[config.mk]
export PLATFORM = sky130hd
export DESIGN_NAME = cp0_irq_ctrl
export DESIGN_NICKNAME = d
export VERILOG_FILES = /design/src/rtl/cp0_irq_ctrl.sv
export SDC_FILE = /design/constraint.sdc
export NUM_CORES = 1
export LEC_CHECK = 0
export BUFFER_PORTS_ARGS = -buffer_cell sky130_fd_sc_hd__buf_2
export CORE_ASPECT_RATIO = 0.5
export CORE_UTILIZATION = 55
export CTS_BUF_LIST = sky130_fd_sc_hd__clkbuf_8 sky130_fd_sc_hd__clkbuf_16
export CTS_CLUSTER_SIZE = 28
export DETAILED_ROUTE_END_ITERATION = 10
export GPL_TIMING_DRIVEN = 0
export PLACE_DENSITY_LB_ADDON = 0.1
export SYNTH_ARGS = -nofsm -noshare
export SYNTH_HDL_FRONTEND = slang
export SYNTH_SLANG_ARGS = --single-unit
[constraint.sdc]
create_clock -name CLK -period 2.6 [get_ports CLK]
set_input_delay 0.26 -clock CLK [delete_from_list [all_inputs] [get_ports CLK]]
set_output_delay 0.26 -clock CLK [all_outputs]
set_load 0.005 [all_outputs]
[src/rtl/cp0_irq_ctrl.sv]
// Coprocessor 0 for the MipsCore: COUNT/COMPARE timer, SR/CAUSE/EPC,
// interrupt gating and the exception/eret handshake with the pipeline.
module cp0_irq_ctrl #(
    parameter int unsigned CNT_DIV = 1024,
    parameter int unsigned N_HWINT = 2,
    parameter int unsigned ADDR_W  = 32,
    parameter logic [ADDR_W-1:0] EXC_VECTOR = 'h100
) (
    input  logic                CLK,
    input  logic                RST_X,
    input  logic [4:0]          REG_NUM,
    input  logic [31:0]         REG_IN,
    input  logic                REG_WE,
    output logic [31:0]         REG_OUT,
    input  logic [N_HWINT-1:0]  HW_INT,
    input  logic                EXC_SET,
    input  logic [4:0]          EXC_CODE,
    input  logic [ADDR_W-1:0]   EXC_EPC,
    input  logic                EXC_BD,
    input  logic                EXC_ACK,
    input  logic                EXC_CLR,
    output logic                EXC_OCCUR,
    output logic [ADDR_W-1:0]   EXC_NPC
);

    localparam int unsigned PW = (CNT_DIV > 1) ? $clog2(CNT_DIV) : 1;

    typedef enum logic [1:0] {IDLE, PEND, HANDLER} state_t;
    state_t state, state_nx;

    logic [PW-1:0]      presc;
    logic [31:0]        count, compare;
    logic               sr_ie, sr_exl;
    logic [7:0]         sr_im;
    logic               cause_bd;
    logic [1:0]         ip_sw;
    logic               ip_timer;
    logic [4:0]         exc_code;
    logic [ADDR_W-1:0]  epc;
    logic [N_HWINT-1:0] hw_meta, hw_sync;

    logic [7:0]  ip;
    logic        irq, tick, wr, timer_match;
    logic        take_exc, do_ack, do_clr;
    logic [31:0] rd_data;

    always_comb begin
        ip = '0;
        ip[1:0] = ip_sw;
        ip[2 +: N_HWINT] = hw_sync;
        ip[7] = ip_timer;
    end

    assign irq  = (|(ip & sr_im)) & sr_ie & ~sr_exl;
    assign tick = (presc == PW'(CNT_DIV - 1));

    always_comb begin
        state_nx = state;
        take_exc = 1'b0;
        do_ack   = 1'b0;
        do_clr   = 1'b0;
        case (state)
            IDLE: begin
                if (EXC_SET || irq) begin
                    take_exc = 1'b1;
                    state_nx = PEND;
                end
            end
            PEND: begin
                if (EXC_ACK) begin
                    do_ack   = 1'b1;
                    state_nx = HANDLER;
                end
            end
            HANDLER: begin
                if (EXC_SET) begin
                    take_exc = 1'b1;
                    state_nx = PEND;
                end else if (EXC_CLR) begin
                    do_clr   = 1'b1;
                    state_nx = IDLE;
                end
            end
            default: state_nx = IDLE;
        endcase
    end

    // A register write loses to any handshake event in the same cycle.
    assign wr = REG_WE & ~take_exc & ~do_ack & ~do_clr;
    assign timer_match = tick && !(wr && REG_NUM == 5'd9) && (count + 32'd1 == compare);

    always_comb begin
        rd_data = '0;
        case (REG_NUM)
            5'd9:    rd_data = count;
            5'd11:   rd_data = compare;
            5'd12:   rd_data = {16'b0, sr_im, 6'b0, sr_exl, sr_ie};
            5'd13:   rd_data = {cause_bd, 15'b0, ip, 1'b0, exc_code, 2'b0};
            5'd14:   rd_data[ADDR_W-1:0] = epc;
            default: rd_data = '0;
        endcase
    end

    always_ff @(posedge CLK or negedge RST_X) begin
        if (!RST_X) state <= IDLE;
        else        state <= state_nx;
    end

    always_ff @(posedge CLK or negedge RST_X) begin
        if (!RST_X) begin
            presc     <= '0;
            count     <= '0;
            compare   <= '0;
            sr_ie     <= 1'b0;
            sr_exl    <= 1'b0;
            sr_im     <= '0;
            cause_bd  <= 1'b0;
            ip_sw     <= '0;
            ip_timer  <= 1'b0;
            exc_code  <= '0;
            epc       <= '0;
            hw_meta   <= '0;
            hw_sync   <= '0;
            EXC_OCCUR <= 1'b0;
            EXC_NPC   <= '0;
            REG_OUT   <= '0;
        end else begin
            hw_meta <= HW_INT;
            hw_sync <= hw_meta;
            REG_OUT <= rd_data;

            if (wr && REG_NUM == 5'd9) begin
                count <= REG_IN;
                presc <= '0;
            end else begin
                presc <= tick ? '0 : presc + PW'(1);
                if (tick) count <= count + 32'd1;
            end

            if (wr && REG_NUM == 5'd11) begin
                compare  <= REG_IN;
                ip_timer <= 1'b0;
            end else if (timer_match) begin
                ip_timer <= 1'b1;
            end

            if (wr && REG_NUM == 5'd12) begin
                sr_ie  <= REG_IN[0];
                sr_exl <= REG_IN[1];
                sr_im  <= REG_IN[15:8];
            end
            if (wr && REG_NUM == 5'd13) ip_sw <= REG_IN[9:8];
            if (wr && REG_NUM == 5'd14) epc <= REG_IN[ADDR_W-1:0];

            if (take_exc) begin
                EXC_OCCUR <= 1'b1;
                EXC_NPC   <= EXC_VECTOR;
                exc_code  <= EXC_SET ? EXC_CODE : 5'd0;
            end
            // Nested entry (EXL already set) keeps the outer EPC/BD.
            if (do_ack) begin
                EXC_OCCUR <= 1'b0;
                sr_exl    <= 1'b1;
                if (!sr_exl) begin
                    epc      <= EXC_EPC;
                    cause_bd <= EXC_BD;
                end
            end
            if (do_clr) begin
                sr_exl  <= 1'b0;
                EXC_NPC <= epc;
            end
        end
    end

endmodule
==> results of run 1 <==
-- metal layers --
| metal | share of wire (%) | GRT usage, % | vias to the layer above |
|---|---|---|---|
| met5 | 0 | 0 | - |
| met4 | 1.5 | 8.33 | 0 |
| met3 | 8.6 | 6.28 | 32 |
| met2 | 42 | 47.3 | 399 |
| met1 | 48 | 48.6 | 4061 |
| li1 | - | - | 3720 |
-- worst max path at each step --
| stage | slack (ns) | from | depth (start not counted) | to |
|---|---|---|---|---|
| after global placement | -1.96 | RST_X | 1 | REG_OUT[31] |
| final | 0.07 | sr_im[3] | 6 | compare[9] |
| after floorplan | 0.30 | count[0] | 9 | count[28] |
| after global routing | -0.05 | count[24] | 8 | ip_timer |
| after CTS | 0.007 | state[0] | 6 | sr_im[5] |
| after detailed placement | -0.47 | sr_im[3] | 8 | count[5] |
-- what timing repair did --
| item | in CTS | in global routing |
|---|---|---|
| hold endpoints to repair | 125 | 0 |
| gates resized for setup | 16 | 11 |
| pin swaps | 1 | 3 |
| cloned | 0 | 0 |
| hold buffers | 3 | 0 |
| setup buffers | 1 | 4 |
| setup endpoints to repair | 116 | 103 |
-- state kept, by name, summed over array words and instances (netlist names), 5 cells and up --
signal,cells
sr_im,8
epc,32
REG_OUT,32
exc_code,5
presc,10
compare,32
EXC_NPC,32
count,32
-- power groups by stage --
stage	clock [mW]	combinational (mW)	sequential [mW]
6_report	2.56	2.73	4.51
5_1_grt	2.71	2.99	4.60
4_1_cts	2.59	2.64	4.49
3_5_place_dp	0	2.59	4.54
3_3_place_gp	0	2.52	4.51
2_1_floorplan	0	1.82	4.33
-- Yosys cell counts, types with 4 or more instances --
library cell	instances	area (sq um)
a21oi_1	13	65.1
a221o_1	11	110
a22o_1	5	43.8
a22oi_1	4	30.0
and2_1	6	37.5
and3_1	10	62.6
and3_2	4	30.0
buf_2	15	75.1
clkbuf_1	35	131
dfrtp_1	196	4900
inv_1	10	37.5
mux2_2	44	495
mux2i_1	74	741
nand2_1	170	638
nand2b_1	7	43.8
nand3_1	21	105
nand4_1	8	50.1
nor2_1	53	199
nor3_1	6	30.0
nor4_1	7	43.8
nor4b_1	4	35.0
o21ai_0	120	601
or2_2	4	25.0
xnor2_1	49	429
xor2_1	32	280
-- stage by stage --
stage                     worst slack (ns)  TNS [ns]  cells  utilization (%)
after floorplan                      0.305         0    972                -
after global placement               -1.96   -416.63   1351             62.2
after detailed placement            -0.471    -38.47   1353             62.6
after CTS                          0.00741         0   1386             66.4
after global routing               -0.0510   -0.0510   1389             66.9
final                               0.0679         0   1389             66.9
-- area by class of cell --
type                    instances  share of cell area, %
flip-flops and latches        196                   42.2
multi-input cells             707                   40.6
repair buffers                155                   7.38
clock buffers                  19                   3.89
well taps                     234                   2.52
plain buffers                  56                   2.19
clock inverters                12                  0.946
inverters                      10                  0.323
-- tightest hold or removal path, delay by kind of cell --
kind	cells	cell delay [ns]
AOI/OAI and AO/OA	1	0.06
buffers and inverters	1	0.08
and+or+nand+nor	1	0.04
-- cell families after synthesis --
kind of cell,after synthesis
AOI/OAI and AO/OA,179
xor gates and xnor gates,81
adders and majority gates,2
buffers and inverters,69
and+or+nand+nor,327
DFF,196
muxes,118
==> flow_summary.json, run 1 <==
{
  "cts_inserted_buffers": 17,
  "yosys_warnings": 0,
  "antenna_found_initial": 0,
  "area.growth.synth_to_final_pct": 18.6,
  "period_minus_slack_ns": 2.53,
  "wl_per_cell_microns": 20.6,
  "r2r_start": "sr_im[3]",
  "holdWs_ns": 0.0248,
  "start_kind": "flip-flop",
  "htreeDepth": 4,
  "drt_first_pass_iters": 5,
  "dieArea_sq_um": 18400,
  "multi_input_area_sq_um": 4720,
  "die_h_microns": 96.4,
  "gr-total-overflow": 0,
  "syn_nets": 1057,
  "synth_xor_area_share_pct": 7.23,
  "die_w_microns": 191,
  "ys_seq_elements": 196,
  "viasPerCell": 5.91,
  "combPwrFrac_pct": 27.9,
  "final_area_sq_um": 11600,
  "setup_viol": 0,
  "min_to": "epc[8]",
  "rows": 34,
  "hp-class": "in2reg",
  "hold_viol": 0,
  "slowest_stage": "dfrtp_1",
  "hold_depth": 3,
  "grt_pass1_wl_microns": 43800,
  "antennaDiodeCount": 0,
  "slew_viol_final": 0,
  "grt_use_total_pct": 32.2,
  "core-area_sq_um": 17400,
  "synth-seq-area-share_pct": 50.0,
  "p_clk_share_pct": 26.1,
  "totalPowerFinal_mw": 9.79,
  "clockBufferDepth": 2,
  "synthCells": 972,
  "start_util_pct": 56.4,
  "reg2reg_setup_slack_ns": 0.07,
  "dr.first_iter.drc_count": 771,
  "fillers": 1419,
  "async_flop_share_pct": 100,
  "drive_above_1_share_pct": 24.9,
  "synth-simple-area-share_pct": 15.9,
  "drc": 0,
  "endpoint_kind": "flip-flop",
  "finClkSkew_ns": 0.00998,
  "gp_congestion": 0.926,
  "fin_nets": 1228,
  "critPathRequiredTime_ns": 2.92,
  "crit_family": "simple AND/OR/NAND/NOR gates",
  "path_buf_inv": 1,
  "io_pins": 148,
  "tritoncts": "built",
  "max_freq_mhz": 395,
  "cts.sinks": 196,
  "reg2regPathDepth": 6,
  "dp_hpwl_microns": 21200,
  "yosys.area_share.adder_pct": 0.255,
  "area.sequential_sq_um": 4910,
  "ant_nets": 0,
  "critPathMaxFanout": 10,
  "synth_compound_area_share_pct": 10.9,
  "grt_start_max_net_pins": 125,
  "p_sw_share_pct": 35.0,
  "max_stage_delay_ns": 0.40,
  "postPlaceCellArea_sq_um": 10900,
  "clk_latency_ns": 0.44,
  "yosysUniqueCellTypes": 65,
  "syn_avg_cell_area_sq_um": 10.1,
  "seqPwrFrac_pct": 46.0,
  "tightest_slew_ns": 0.999,
  "root_buffer": "clkbuf_16",
  "mostFrequentLayoutCells": "dfrtp_1, nand2_1, buf_2",
  "layout_commonest_cell": "dfrtp_1",
  "min_from": "EXC_EPC[8]",
  "r2r_end": "compare[9]",
  "ir_worst_vdd_mv": 0.508,
  "worstPathArrival_ns": 2.85,
  "period_share_pct": 97.4,
  "synthesis.area_sq_um": 9810,
  "power_density_nw_per_um2": 842,
  "worstSetupPathType": "reg2reg",
  "synth_edf_count": 0,
  "p_leak_nw": 5.15,
  "grt_pass1_vias": 7686,
  "clk_pin_slew_ns": 0.07,
  "synth_top_family_by_area": "simple AND/OR/NAND/NOR gates",
  "port_buffers": 145,
  "internal_power_mw": 6.37,
  "switchingPower_mw": 3.43,
  "wirelength_microns": 28600,
  "slew_headroom_pct": 33.4,
  "synth_mux_area_share_pct": 12.6,
  "worstPathCellList": "a22oi_1 > a311oi_4 > nor3_2 > and2_2 > buf_2 > mux2_2",
  "rsz0062_at_grt": "yes",
  "ys.flop_type": "dfrtp_1",
  "vias": 8212,
  "status": "finished clean",
  "drv_cap": 0
}
Note: power is estimated with default switching activity, not from simulation.
==> run 2, diff against run 1 <==
Settings changed: CELL_PAD_IN_SITES_DETAIL_PLACEMENT set to 2, CELL_PAD_IN_SITES_GLOBAL_PLACEMENT set to 2, CORE_UTILIZATION 55 to 36.
==> run 2 against run 1 <==
  * Clock-buffer cell count rose by 4
  * Setup slack improved by 0.011 ns
  * Maximum frequency rose by 0.42%
  * Register-to-register slack barely moved
  * Critical path type unchanged
  * Final area rose by 2.1%
  * Die area rose by 52%
==> flow_summary.json, run 2 (synthesis results as in run 1) <==
{
  "reg2regPathDepth": 7,
  "grt_use_total_pct": 26.6,
  "period_share_pct": 97.0,
  "setup_viol": 0,
  "drv_cap": 0,
  "grt_use_met3_pct": 4.72,
  "grt_start_max_net_pins": 115,
  "slew_viol_final": 0,
  "ant_nets": 0,
  "clockBufferDepth": 2,
  "slew_headroom_pct": 27.6,
  "clk_pin_slew_ns": 0.07,
  "status": "finished clean",
  "p_sw_share_pct": 36.2,
  "power_density_nw_per_um2": 850,
  "grt_pass1_vias": 8976,
  "worstSetupPathType": "reg2reg",
  "mostFrequentLayoutCells": "dfrtp_1, nand2_1, buf_2",
  "hold_depth": 3,
  "cts_inserted_buffers": 17,
  "critPathMaxFanout": 9,
  "combPwrFrac_pct": 27.8,
  "period_minus_slack_ns": 2.52,
  "multi_input_area_sq_um": 4720,
  "grt_use_met2_pct": 40.8,
  "layout_commonest_cell": "dfrtp_1",
  "fillers": 2882,
  "port_buffers": 145,
  "tritoncts": "built",
  "dr.first_iter.drc_count": 474,
  "totalPowerFinal_mw": 10.1,
  "max_stage_delay_ns": 0.61,
  "hold_viol": 0,
  "drive_above_1_share_pct": 25.4,
  "htreeDepth": 4,
  "grt_util_met1_pct": 39.2,
  "switchingPower_mw": 3.66,
  "fin_nets": 1237,
  "rsz0062_at_grt": "yes",
  "tightest_slew_ns": 1.09,
  "viasPerCell": 5.45,
  "drc": 0,
  "area.growth.synth_to_final_pct": 21.2,
  "gr-total-overflow": 0,
  "dieArea_sq_um": 28000,
  "die_w_microns": 235,
  "vias": 8261,
  "grt_busiest_layer": "met2",
  "p_clk_share_pct": 26.8,
  "antenna_found_initial": 1,
  "wl_per_cell_microns": 23.9,
  "dp_hpwl_microns": 26800,
  "core-area_sq_um": 26600,
  "seqPwrFrac_pct": 45.4,
  "rows": 42,
  "setup_tns_ns": 0,
  "p_leak_nw": 5.20,
  "slowest_stage": "or4_4",
  "hp-class": "in2reg",
  "ir_worst_vdd_mv": 0.518,
  "wirelength_microns": 36200,
  "root_buffer": "clkbuf_16",
  "die_h_microns": 119,
  "start_util_pct": 36.9,
  "internal_power_mw": 6.45,
  "area.sequential_sq_um": 4910,
  "cts.sinks": 196,
  "gp_congestion": 0.855,
  "worstPathCellList": "nand4_4 > or4_4 > a2111oi_4 > a31oi_1 > a311oi_2 > nand3_1 > o31ai_1",
  "worstPathArrival_ns": 2.89,
  "start_kind": "flip-flop",
  "drt_first_pass_iters": 4,
  "io_pins": 148,
  "clk_latency_ns": 0.46,
  "grt_pass1_wl_microns": 55400,
  "endpoint_kind": "flip-flop",
  "finClkSkew_ns": 0.00944,
  "critPathRequiredTime_ns": 2.96,
  "max_freq_mhz": 397
}
-- run 2: changes by cell type in the layout (fill, tap and decap cells not counted), sizes merged --
cell	delta
buf	+2
clkbuf	+3
clkinv	-1
clkinvlp	-3
diode	+2
dlygate4sd3	+8
inv	-1
-- run 2: power groups by stage --
stage	Combinational, mW	Clock, mW	Sequential, mW
2_1_floorplan	1.82	0	4.33
3_3_place_gp	2.57	0	4.56
3_5_place_dp	2.72	0	4.62
4_1_cts	2.79	2.75	4.58
5_1_grt	3.09	2.85	4.68
6_report	2.81	2.71	4.59
-- run 2: stage by stage --
| step | utilization (%) | std cells | area [sq um] | hold WS [ns] | worst slack [ns] |
|---|---|---|---|---|---|
| floorplan | - | 972 | 9810 | -0.0356 | 0.305 |
| global placement | 41.3 | 1469 | 11000 | 0.344 | -2.19 |
| detailed placement | 41.4 | 1470 | 11000 | 0.306 | -0.749 |
| CTS | 44.4 | 1512 | 11800 | 0.00282 | 0.00545 |
| global route | 44.7 | 1515 | 11900 | 0.0179 | -0.0703 |
| finish | 44.7 | 1517 | 11900 | 0.0105 | 0.0784 |
-- run 2: final timing paths --
path / slack, ns / end / startpoint
worst max-delay path: 0.08 / ip_timer / count[25]
worst min-delay path: 0.01 / epc[27] / EXC_EPC[27]
worst max register to register: 0.08 / ip_timer / count[25]
worst min register to register: 0.36 / hw_sync[1] / hw_meta[1]
max in group asynchronous: 1.12 / ip_timer / RST_X
min in group asynchronous: 0.38 / hw_meta[1] / RST_X
-- run 2: repair_timing --
action,CTS,global route
hold buffers,11,0
buffers inserted,4,3
pin swaps,2,4
endpoints found under the hold margin,92,0
gates resized for setup,23,17
endpoints found under the setup margin,118,85
-- run 2: worst max-delay path, delay by kind of cell, from the launching register on --
family          cells  cell delay (ns)
compound gates      4             0.89
flops               1             0.54
simple gates        3             1.00
-- run 2: area by class of cell --
| type | instances | share of cell area (%) |
|---|---|---|
| clock inverters | 7 | 0.590 |
| multi-input cells | 707 | 39.7 |
| repair buffers | 164 | 7.79 |
| flip-flops and latches | 196 | 41.3 |
| inverters | 10 | 0.316 |
| plain buffers | 56 | 2.26 |
| well taps | 352 | 3.71 |
| clock buffers | 23 | 4.27 |
| diodes | 2 | 0.0421 |
-- run 2: metal layers --
metal	part of all wire [%]	vias up	wire length (microns)
li1	-	3728	-
met1	50	4349	18200
met2	45	156	16200
met3	3.9	28	1390
met4	1.0	0	378
met5	0	-	0
